## src/rtl/uart_tx_param.sv

```systemverilog
// uart_tx_param: parameterised UART transmitter with optional parity and line break.
//
// Parameters
//   CLKS_PER_BIT : clock cycles per serial bit (2..65535)
//   DATA_BITS    : data bits per frame (5..9), sent LSB first
//   PARITY       : 0 none, 1 odd, 2 even
//   STOP_BITS    : stop bits per frame (1 or 2)
//
// Ports
//   CLK_100_I  in   clock, rising edge
//   RSTN_I     in   asynchronous active-low reset
//   DATA_I     in   word to transmit, captured when VALID_I && READY_O
//   VALID_I    in   DATA_I is valid
//   READY_O    out  block can accept a word (registered)
//   BREAK_I    in   hold the line low while high (sampled in IDLE only)
//   SERIAL_O   out  serial line, idles high (registered)
//   BUSY_O     out  frame or break in progress (registered)
module uart_tx_param #(
  parameter int unsigned CLKS_PER_BIT = 10417,
  parameter int unsigned DATA_BITS    = 8,
  parameter int unsigned PARITY       = 0,
  parameter int unsigned STOP_BITS    = 1
) (
  input  logic                 CLK_100_I,
  input  logic                 RSTN_I,
  input  logic [DATA_BITS-1:0] DATA_I,
  input  logic                 VALID_I,
  output logic                 READY_O,
  input  logic                 BREAK_I,
  output logic                 SERIAL_O,
  output logic                 BUSY_O
);

  // Elaboration-time parameter checks
  if (CLKS_PER_BIT < 2 || CLKS_PER_BIT > 65535) begin : g_bad_clks_per_bit
    $error("uart_tx_param: CLKS_PER_BIT must be in 2..65535");
  end
  if (DATA_BITS < 5 || DATA_BITS > 9) begin : g_bad_data_bits
    $error("uart_tx_param: DATA_BITS must be in 5..9");
  end
  if (PARITY > 2) begin : g_bad_parity
    $error("uart_tx_param: PARITY must be 0, 1 or 2");
  end
  if (STOP_BITS < 1 || STOP_BITS > 2) begin : g_bad_stop_bits
    $error("uart_tx_param: STOP_BITS must be 1 or 2");
  end

  localparam int unsigned CNT_W = $clog2(CLKS_PER_BIT);
  localparam int unsigned IDX_W = 4;

  localparam logic [CNT_W-1:0] CNT_LAST  = CNT_W'(CLKS_PER_BIT - 1);
  localparam logic [IDX_W-1:0] DATA_LAST = IDX_W'(DATA_BITS - 1);
  localparam logic [IDX_W-1:0] STOP_LAST = IDX_W'(STOP_BITS - 1);
  localparam logic             PAR_INV   = (PARITY == 1);
  localparam logic             HAS_PAR   = (PARITY != 0);

  typedef enum logic [2:0] {
    IDLE  = 3'd0,
    START = 3'd1,
    DATA  = 3'd2,
    PAR   = 3'd3,
    STOP  = 3'd4,
    BRK   = 3'd5
  } state_e;

  state_e               state_q, state_d;
  logic [CNT_W-1:0]     cnt_q, cnt_d;
  logic [IDX_W-1:0]     idx_q, idx_d;
  logic [DATA_BITS-1:0] shift_q, shift_d;
  logic                 par_q, par_d;
  logic                 serial_q, serial_d;
  logic                 ready_q, ready_d;
  logic                 busy_q, busy_d;

  logic                 bit_end_c;
  logic [CNT_W-1:0]     cnt_next_c;

  // Bit timer: last cycle of the current bit, and the wrapped next count
  assign bit_end_c  = (cnt_q == CNT_LAST);
  assign cnt_next_c = bit_end_c ? '0 : cnt_q + CNT_W'(1);

  // State and datapath registers
  always_ff @(posedge CLK_100_I or negedge RSTN_I) begin
    if (!RSTN_I) begin
      state_q  <= IDLE;
      cnt_q    <= '0;
      idx_q    <= '0;
      shift_q  <= '0;
      par_q    <= 1'b0;
      serial_q <= 1'b1;
      ready_q  <= 1'b0;
      busy_q   <= 1'b0;
    end else begin
      state_q  <= state_d;
      cnt_q    <= cnt_d;
      idx_q    <= idx_d;
      shift_q  <= shift_d;
      par_q    <= par_d;
      serial_q <= serial_d;
      ready_q  <= ready_d;
      busy_q   <= busy_d;
    end
  end

  // Next-state and next-output logic
  always_comb begin
    state_d  = state_q;
    cnt_d    = cnt_q;
    idx_d    = idx_q;
    shift_d  = shift_q;
    par_d    = par_q;
    serial_d = serial_q;

    case (state_q)
      IDLE: begin
        cnt_d    = '0;
        idx_d    = '0;
        serial_d = 1'b1;
        // Break has priority over a pending word
        if (BREAK_I) begin
          state_d  = BRK;
          serial_d = 1'b0;
        end else if (VALID_I && ready_q) begin
          state_d  = START;
          serial_d = 1'b0;
          shift_d  = DATA_I;
          par_d    = (^DATA_I) ^ PAR_INV;
        end
      end

      START: begin
        cnt_d = cnt_next_c;
        if (bit_end_c) begin
          state_d  = DATA;
          idx_d    = '0;
          serial_d = shift_q[0];
          shift_d  = shift_q >> 1;
        end
      end

      DATA: begin
        cnt_d = cnt_next_c;
        if (bit_end_c) begin
          if (idx_q == DATA_LAST) begin
            idx_d = '0;
            if (HAS_PAR) begin
              state_d  = PAR;
              serial_d = par_q;
            end else begin
              state_d  = STOP;
              serial_d = 1'b1;
            end
          end else begin
            idx_d    = idx_q + IDX_W'(1);
            serial_d = shift_q[0];
            shift_d  = shift_q >> 1;
          end
        end
      end

      PAR: begin
        cnt_d = cnt_next_c;
        if (bit_end_c) begin
          state_d  = STOP;
          idx_d    = '0;
          serial_d = 1'b1;
        end
      end

      STOP: begin
        cnt_d    = cnt_next_c;
        serial_d = 1'b1;
        if (bit_end_c) begin
          if (idx_q == STOP_LAST) begin
            state_d = IDLE;
            idx_d   = '0;
          end else begin
            idx_d = idx_q + IDX_W'(1);
          end
        end
      end

      BRK: begin
        // Line low marks the hold phase; line high marks the one-bit recovery
        if (!serial_q) begin
          cnt_d = '0;
          if (!BREAK_I) begin
            serial_d = 1'b1;
          end
        end else begin
          cnt_d = cnt_next_c;
          if (bit_end_c) begin
            state_d = IDLE;
          end
        end
      end

      default: begin
        state_d  = IDLE;
        cnt_d    = '0;
        idx_d    = '0;
        serial_d = 1'b1;
      end
    endcase

    ready_d = (state_d == IDLE) && !BREAK_I;
    busy_d  = (state_d != IDLE);
  end

  assign READY_O  = ready_q;
  assign SERIAL_O = serial_q;
  assign BUSY_O   = busy_q;

endmodule

```

## config.mk

```make
export PLATFORM = sky130hd
export DESIGN_NAME = uart_tx_param
export DESIGN_NICKNAME = d
export VERILOG_FILES = /design/src/rtl/uart_tx_param.sv
export SDC_FILE = /design/constraint.sdc
export NUM_CORES = 1
export LEC_CHECK = 0
export CORE_UTILIZATION = 48
export CTS_BUF_LIST = sky130_fd_sc_hd__clkbuf_8
export CTS_CLUSTER_DIAMETER = 50
export CTS_CLUSTER_SIZE = 30
export DETAILED_ROUTE_END_ITERATION = 12
export PLACE_DENSITY = 0.68
export SETUP_SLACK_MARGIN = 0.5
export SLEW_MARGIN = 30
export SYNTH_ARGS = -nofsm -noshare
export SYNTH_HDL_FRONTEND = slang
export SYNTH_SLANG_ARGS = --single-unit
```

## constraint.sdc

```tcl
create_clock -name CLK_100_I -period 2.2 [get_ports CLK_100_I]
set_input_delay 0.44 -clock CLK_100_I [delete_from_list [all_inputs] [get_ports CLK_100_I]]
set_output_delay 0.44 -clock CLK_100_I [all_outputs]
set_load 0.02 [all_outputs]
```

==> flow_summary.yaml, run 1 <==
global_route:
  grt_usage: 0.219
  number_of_global_route_vias_before_repair: 1493
  wire_length_of_the_first_global_routing_pass_microns: 6770
  grt_antenna_before_repair: 0
  grt_max_degree: 33
  globalRoute.totalOverflow: 0
final_layout:
  fin_area_sq_um: 2290
  filler_cell_count: 276
  drive_gt1_frac: 0.220
  diodes: 0
  finish.net_count: 238
  area_delta_synth_final_pct: 27.0
power:
  vdd.ir_drop.worst_mv: 0.480
  sw_pwr_uw: 1020
  p_int_uw: 1600
  power_per_cell_area_nw_per_um2: 1140
  power_switching_share: 0.388
  seqPwrFrac: 0.343
  power_frac_comb: 0.445
  p_clk_frac: 0.211
  total_power_uw: 2620
  total_leakage_power_uw: 0.00101
floorplanning:
  initial_core_util: 0.520
  die_h_microns: 63.3
  rows: 21
  dieArea_sq_um: 4010
  placeable_core_area_sq_um: 3470
  die-width_microns: 63.3
  num_io_pins: 15
logic_synthesis:
  ys_async_sr_fraction: 1.00
  synth_adder_area_share: 0.0277
  avgSynthCellArea_sq_um: 9.60
  yosysUniqueCellTypes: 46
  synth_top_flop_cell: "sky130_fd_sc_hd__dfrtp_1"
  area_share_of_and_or_nand_nor_cells_after_synthesis: 0.241
  ys.warnings.count: 0
  synth_top_area_frac: 0.430
  synth_fp_nets: 204
  synth_top_cells_by_area: "sky130_fd_sc_hd__dfrtp_1 43%, sky130_fd_sc_hd__nor2_1 6.9%, sky130_fd_sc_hd__mux2i_1 4.4%"
  ys_ff_latch: 32
  synth_edf_count: 0
  synth-seq-area-share: 0.445
  synth_top_area_cell: "sky130_fd_sc_hd__dfrtp_1"
  synthMostInstantiatedCell: "sky130_fd_sc_hd__nor2_1"
  post_synth_mux_area_share: 0.0444
  postSynthCellCount: 188
  compound_cell_area_share_of_the_yosys_netlist: 0.140
  synth_top_family_by_area: "simple AND/OR/NAND/NOR gates"
  synthesis.area_sq_um: 1800
  netlist_top_cells_count: "33 x sky130_fd_sc_hd__nor2_1, 31 x sky130_fd_sc_hd__dfrtp_1, 12 x sky130_fd_sc_hd__nand2_1"
  fraction_of_synthesized_cell_area_in_xor_and_xnor_cells: 0.0631
placement:
  post-dp-hpwl_microns: 2490
  placement.cell_area_sq_um: 2030
  io_buffer_count: 14
  finalWeightedCongestion: 0.878
cts:
  cts_tree: "built"
  clockBufferDepth: 2
  cts_num_sinks: 32
  hold_fix_buffer_count_after_cts: 0
  worst_skew_late_latency_ps: 290
  htree_num_levels: 2
  path_clk_slew_ps: 70
  clock_root_cell: "sky130_fd_sc_hd__clkbuf_8"
  cts_made_buffers: 5
sta:
  worst_slew_margin_relative_to_its_limit: 0.732
  tns_ps: 0
  final.setup_skew_ps: 7.03
  fmax_ghz: 0.516
  finalWorstPathRequiredPeriod_ps: 1940
  period_share: 0.882
  unrepaired_setup_endpoints_after_global_routing: "yes"
  setup_viol_count_final: 0
  slew_violations: 0
  tightestPinTransition_ps: 401
  finalHoldViolCount: 0
drt:
  drt_drc_violations_left: 0
  ant_nets: 0
  dr.first_iter.drc_count: 76
  wire_per_inst_microns: 14.8
  route.detailed.vias_per_inst: 5.55
  route.vias.total: 1494
  detail_route.first_pass.iterations: 5
  postRouteWirelength_microns: 3990
worst_setup_path:
  worstSetupStartpointType: "flip-flop"
  worst-path-buf-inv: 2
  cpMostUsedCell: "sky130_fd_sc_hd__buf_4"
  critPathCaptureType: "flip-flop"
  path_cells: "nor4b_4 > buf_4 > nand4_4 > buf_4 > a311o_1 > and4b_1"
  worst-endpoint-arrival_ps: 2160
  timing.critical_path.required_ps: 2420
  path_class: "flip-flop to flip-flop"
  cpMaxStageDelayCell: "sky130_fd_sc_hd__dfrtp_2"
  crit_fanout: 4
  gate_family_responsible_for_the_most_delay_along_the_worst_path: "simple AND/OR/NAND/NOR gates"
  delay_of_the_slowest_critical_path_stage_ps: 430
worst_hold_path:
  holdCritPathClass: "flip-flop to flip-flop"
outcome:
  outcome: "completed"
flow_run:
  max-cap-violations: 0
[logic make-up (layout without fill, tap and decap cells)]
| logic type | after synthesis | in the layout |
|---|---|---|
| simple gates | 81 | 81 |
| compound gates | 33 | 33 |
| flops | 32 | 32 |
| buf+inv | 17 | 52 |
| xor+xnor | 13 | 13 |
| mux | 8 | 8 |
| fa+ha+maj | 4 | 4 |
[metrics by stage]
| stage | setup slack, ps | utilization | cells | hold slack [ps] |
|---|---|---|---|---|
| after floorplan | 344 | - | 188 | 144 |
| after global placement | 319 | 0.586 | 249 | 487 |
| after detailed placement | 257 | 0.586 | 249 | 494 |
| after CTS | 288 | 0.654 | 268 | 532 |
| after global routing | 205 | 0.661 | 269 | 548 |
| final | 260 | 0.661 | 269 | 529 |
[sequential cells by signal (all words and copies together) (netlist names)]
signal    cells
cnt_q        14
shift_q       8
state_q       3
BUSY_O        1
SERIAL_O      1
READY_O       1
idx_q         4
[repair_timing]
action                     CTS  global route
setup buffers               10             1
cloned                       1             0
hold endpoints to repair     0             0
pin swaps                    6             5
gates resized for setup     15             5
setup endpoints to repair   31            31
[layout by cell type, fill, tap and decap left out, drive strengths merged, types with 2 or more instances in the layout]
| master | netlist | final |
|---|---|---|
| mux2i | 8 | 8 |
| clkbuf | 5 | 5 |
| and4b | 2 | 2 |
| nor3 | 4 | 4 |
| nor2 | 34 | 34 |
| nand3 | 11 | 11 |
| nand4 | 3 | 3 |
| buf | 1 | 19 |
| dfrtp | 31 | 31 |
| xnor2 | 6 | 6 |
| a21oi | 13 | 13 |
| nor2b | 2 | 2 |
| o21ai | 4 | 4 |
| ha | 4 | 4 |
| dlygate4sd2 | 0 | 2 |
| nand2 | 12 | 12 |
| and4 | 3 | 3 |
| xor2 | 7 | 7 |
| nor4b | 2 | 2 |
| and3 | 2 | 2 |
| inv | 11 | 12 |
| clkdlybuf4s50 | 0 | 12 |
| nand3b | 3 | 3 |
[cell type report]
| type | instances | area [sq um] | share of cell area |
|---|---|---|---|
| multi-input cells | 139 | 986 | 0.430 |
| flip-flops and latches | 32 | 805 | 0.351 |
| repair buffers | 33 | 295 | 0.129 |
| clock buffers | 5 | 68.8 | 0.0300 |
| well taps | 46 | 57.6 | 0.0251 |
| inverters | 11 | 41.3 | 0.0180 |
| clock inverters | 3 | 38.8 | 0.0169 |
[path summary, 6_finish.rpt]
path                                              from                      to  slack [ps]  cells after the start
worst max register to register      cnt_q[8]$_DFF_PN0_       READY_O$_DFF_PN0_         260                      6
worst min-delay path            shift_q[5]$_DFFE_PN0P_  shift_q[5]$_DFFE_PN0P_         530                      2
worst max-delay path                cnt_q[8]$_DFF_PN0_       READY_O$_DFF_PN0_         260                      6
min in group asynchronous                       RSTN_I  shift_q[5]$_DFFE_PN0P_         540                      2
max in group asynchronous                       RSTN_I    SERIAL_O$_DFFE_PN1P_        1330                      2
worst min register to register  shift_q[5]$_DFFE_PN0P_  shift_q[5]$_DFFE_PN0P_         530                      2
[worst register-to-register path, delay by kind of cell (launching register included)]
kind	cells	cell delay (ps)
AOI/OAI and AO/OA	1	400
buffers and inverters	2	350
DFF	1	430
and+or+nand+nor	3	690
[routing by layer]
layer | vias up | share of wire | track usage
li1 | 727 | - | -
met1 | 725 | 0.46 | 0.281
met2 | 33 | 0.48 | 0.356
met3 | 9 | 0.042 | 0.0562
met4 | 0 | 0.017 | 0.0795
met5 | - | 0 | 0
[power by group through the flow]
| stage | Clock (uW) | Combinational (uW) | Sequential (uW) |
|---|---|---|---|
| global placement | 0 | 945 | 901 |
| global route | 583 | 1280 | 922 |
| floorplan | 0 | 700 | 899 |
| detailed placement | 0 | 974 | 908 |
| CTS | 559 | 1110 | 890 |
| finish | 553 | 1170 | 899 |
Power figures use the tool's default switching activity.
==> inputs of run 2 (changes only) <==
CORE_UTILIZATION = 50   (was 48)
PLACE_DENSITY = 0.7   (was 0.68)
==> run 2 against run 1 <==
Compared with the run above:
- clock-buffer cell count up 1
- first-iteration DRC count up 42%
- wire length down 3.8%
- die area down 3.9%
- sequential power up 3.0%
- critical path depth up 2
- cell count up 0.74%
- hold slack better by 4.0 ps
- non-clock buffer count up 2
- clock skew up 4.8 ps
- register-to-register slack better by 40 ps
- critical endpoint unchanged
- highest routed layer unchanged
==> flow_summary.yaml, run 2 (synthesis gave the netlist of run 1 again) <==
cts:
  cts_tree: "built"
  cts_made_buffers: 5
  hold_fix_buffer_count_after_cts: 0
  clockBufferDepth: 2
  htree_num_levels: 2
  cts_num_sinks: 32
  worst_skew_late_latency_ps: 290
  clock_root_cell: "sky130_fd_sc_hd__clkbuf_8"
  path_clk_slew_ps: 70
final_layout:
  finish.net_count: 240
  area_delta_synth_final_pct: 28.3
  diodes: 0
  multi_input_area_sq_um: 1010
  drive_gt1_frac: 0.240
  largest_reg_flops: 14
  layout_top_registers: "cnt_q (14), shift_q (8), idx_q (4)"
  layout_commonest_cell: "sky130_fd_sc_hd__nor2_1"
  sequential_cell_area_sq_um: 805
  registers.top_by_ff_count: "cnt_q"
  mostFrequentLayoutCells: "31 x sky130_fd_sc_hd__nor2_1, 29 x sky130_fd_sc_hd__dfrtp_1, 17 x sky130_fd_sc_hd__buf_4"
  filler_cell_count: 245
power:
  total_leakage_power_uw: 0.00102
  power_frac_comb: 0.456
  sw_pwr_uw: 1010
  p_int_uw: 1560
  seqPwrFrac: 0.361
  power_switching_share: 0.393
  total_power_uw: 2570
  p_clk_frac: 0.183
  vdd.ir_drop.worst_mv: 0.460
  power_per_cell_area_nw_per_um2: 1110
worst_setup_path:
  worst-endpoint-arrival_ps: 2130
  crit_fanout: 5
  worst-path-buf-inv: 2
  worstSetupStartpointType: "flip-flop"
  path_cells: "inv_1 > ha_2 > and4b_2 > buf_4 > and4_4 > a21oi_2 > a311o_1 > and4b_1"
  path_class: "flip-flop to flip-flop"
  delay_of_the_slowest_critical_path_stage_ps: 380
  critPathCaptureType: "flip-flop"
  crit_path_start: "cnt_q[0]$_DFF_PN0_"
  critical_path.reg2reg.startpoint: "cnt_q[0]$_DFF_PN0_"
  timing.critical_path.required_ps: 2430
  gate_family_responsible_for_the_most_delay_along_the_worst_path: "simple AND/OR/NAND/NOR gates"
  cpMaxStageDelayCell: "sky130_fd_sc_hd__dfrtp_1"
floorplanning:
  rows: 21
  die-width_microns: 62.1
  die_h_microns: 62.1
  num_io_pins: 15
  dieArea_sq_um: 3850
  initial_core_util: 0.532
  placeable_core_area_sq_um: 3390
sta:
  period_share: 0.866
  worst_slew_margin_relative_to_its_limit: 0.711
  final.setup_skew_ps: 11.8
  tns_ps: 0
  tightestPinTransition_ps: 432
  unrepaired_setup_endpoints_after_global_routing: "yes"
  finalWorstPathRequiredPeriod_ps: 1900
  slew_violations: 0
  fmax_ghz: 0.525
  setup_viol_count_final: 0
  finalHoldViolCount: 0
drt:
  route.vias.total: 1503
  ant_nets: 0
  drt_drc_violations_left: 0
  postRouteWirelength_microns: 3840
  route.detailed.vias_per_inst: 5.55
  detail_route.first_pass.iterations: 4
  dr.first_iter.drc_count: 108
  wire_per_inst_microns: 14.2
global_route:
  grt_usage: 0.211
  gr-usage-met3: 0.0683
  grt_antenna_before_repair: 0
  globalRoute.busiestLayer: "met2"
  met2_usage: 0.334
  global_route.usage.met1: 0.262
  number_of_global_route_vias_before_repair: 1275
  globalRoute.totalOverflow: 0
  grt_max_degree: 33
  wire_length_of_the_first_global_routing_pass_microns: 5670
worst_hold_path:
  timing.hold.worst.start: "shift_q[6]$_DFFE_PN0P_"
  holdCritPathClass: "flip-flop to flip-flop"
outcome:
  outcome: "completed"
placement:
  post-dp-hpwl_microns: 2420
  finalWeightedCongestion: 0.828
  io_buffer_count: 14
flow_run:
  max-cap-violations: 0
run 2: worst paths after layout:
kind,cells past startpoint,to,slack [ps]
setup / recovery,8,READY_O$_DFF_PN0_,300
hold / removal,2,shift_q[6]$_DFFE_PN0P_,530
setup reg to reg,8,READY_O$_DFF_PN0_,300
hold reg to reg,2,shift_q[6]$_DFFE_PN0P_,530
max in group asynchronous,2,SERIAL_O$_DFFE_PN1P_,1330
min in group asynchronous,2,shift_q[5]$_DFFE_PN0P_,540
run 2: tightest hold or removal path: cells and delay by family (launching register included):
kind | cells | cell delay [ps]
flip-flops | 1 | 350
AO/OA/AOI/OAI | 1 | 90
AND/OR/NAND/NOR | 1 | 60
run 2: routing by layer:
layer,wire length [microns],share of wire
met1,1790,0.47
met2,1790,0.47
met3,183,0.048
met4,73,0.019
met5,0,0
run 2: timing repair:
item	4_1_cts	5_1_grt
pin swaps	5	6
gates cloned	1	0
resized for setup	7	19
setup buffers	8	6
endpoints found under the setup margin	30	32
run 2: power groups by stage:
stage	combinational (uW)	clock [uW]	sequential, uW
floorplan	700	0	899
global placement	909	0	924
detailed placement	927	0	930
CTS	1030	481	909
global route	1290	512	939
finish	1170	470	926
run 2: stage by stage:
stage / hold WS [ps] / cells / util / setup slack [ps] / instance area, sq um
floorplan: 144 / 188 / - / 344 / 1810
global placement: 487 / 248 / 0.597 / 306 / 2020
detailed placement: 511 / 248 / 0.597 / 208 / 2020
CTS: 536 / 265 / 0.649 / 292 / 2200
global route: 555 / 271 / 0.683 / 225 / 2310
finish: 533 / 271 / 0.683 / 296 / 2310
run 2: final cells by class:
type	instances	area share
Multi-Input combinational cell	139	0.435
Sequential cell	32	0.348
Timing Repair Buffer	35	0.135
Clock buffer	6	0.0357
Tap cell	46	0.0249
Inverter	11	0.0178
Clock inverter	2	0.00432
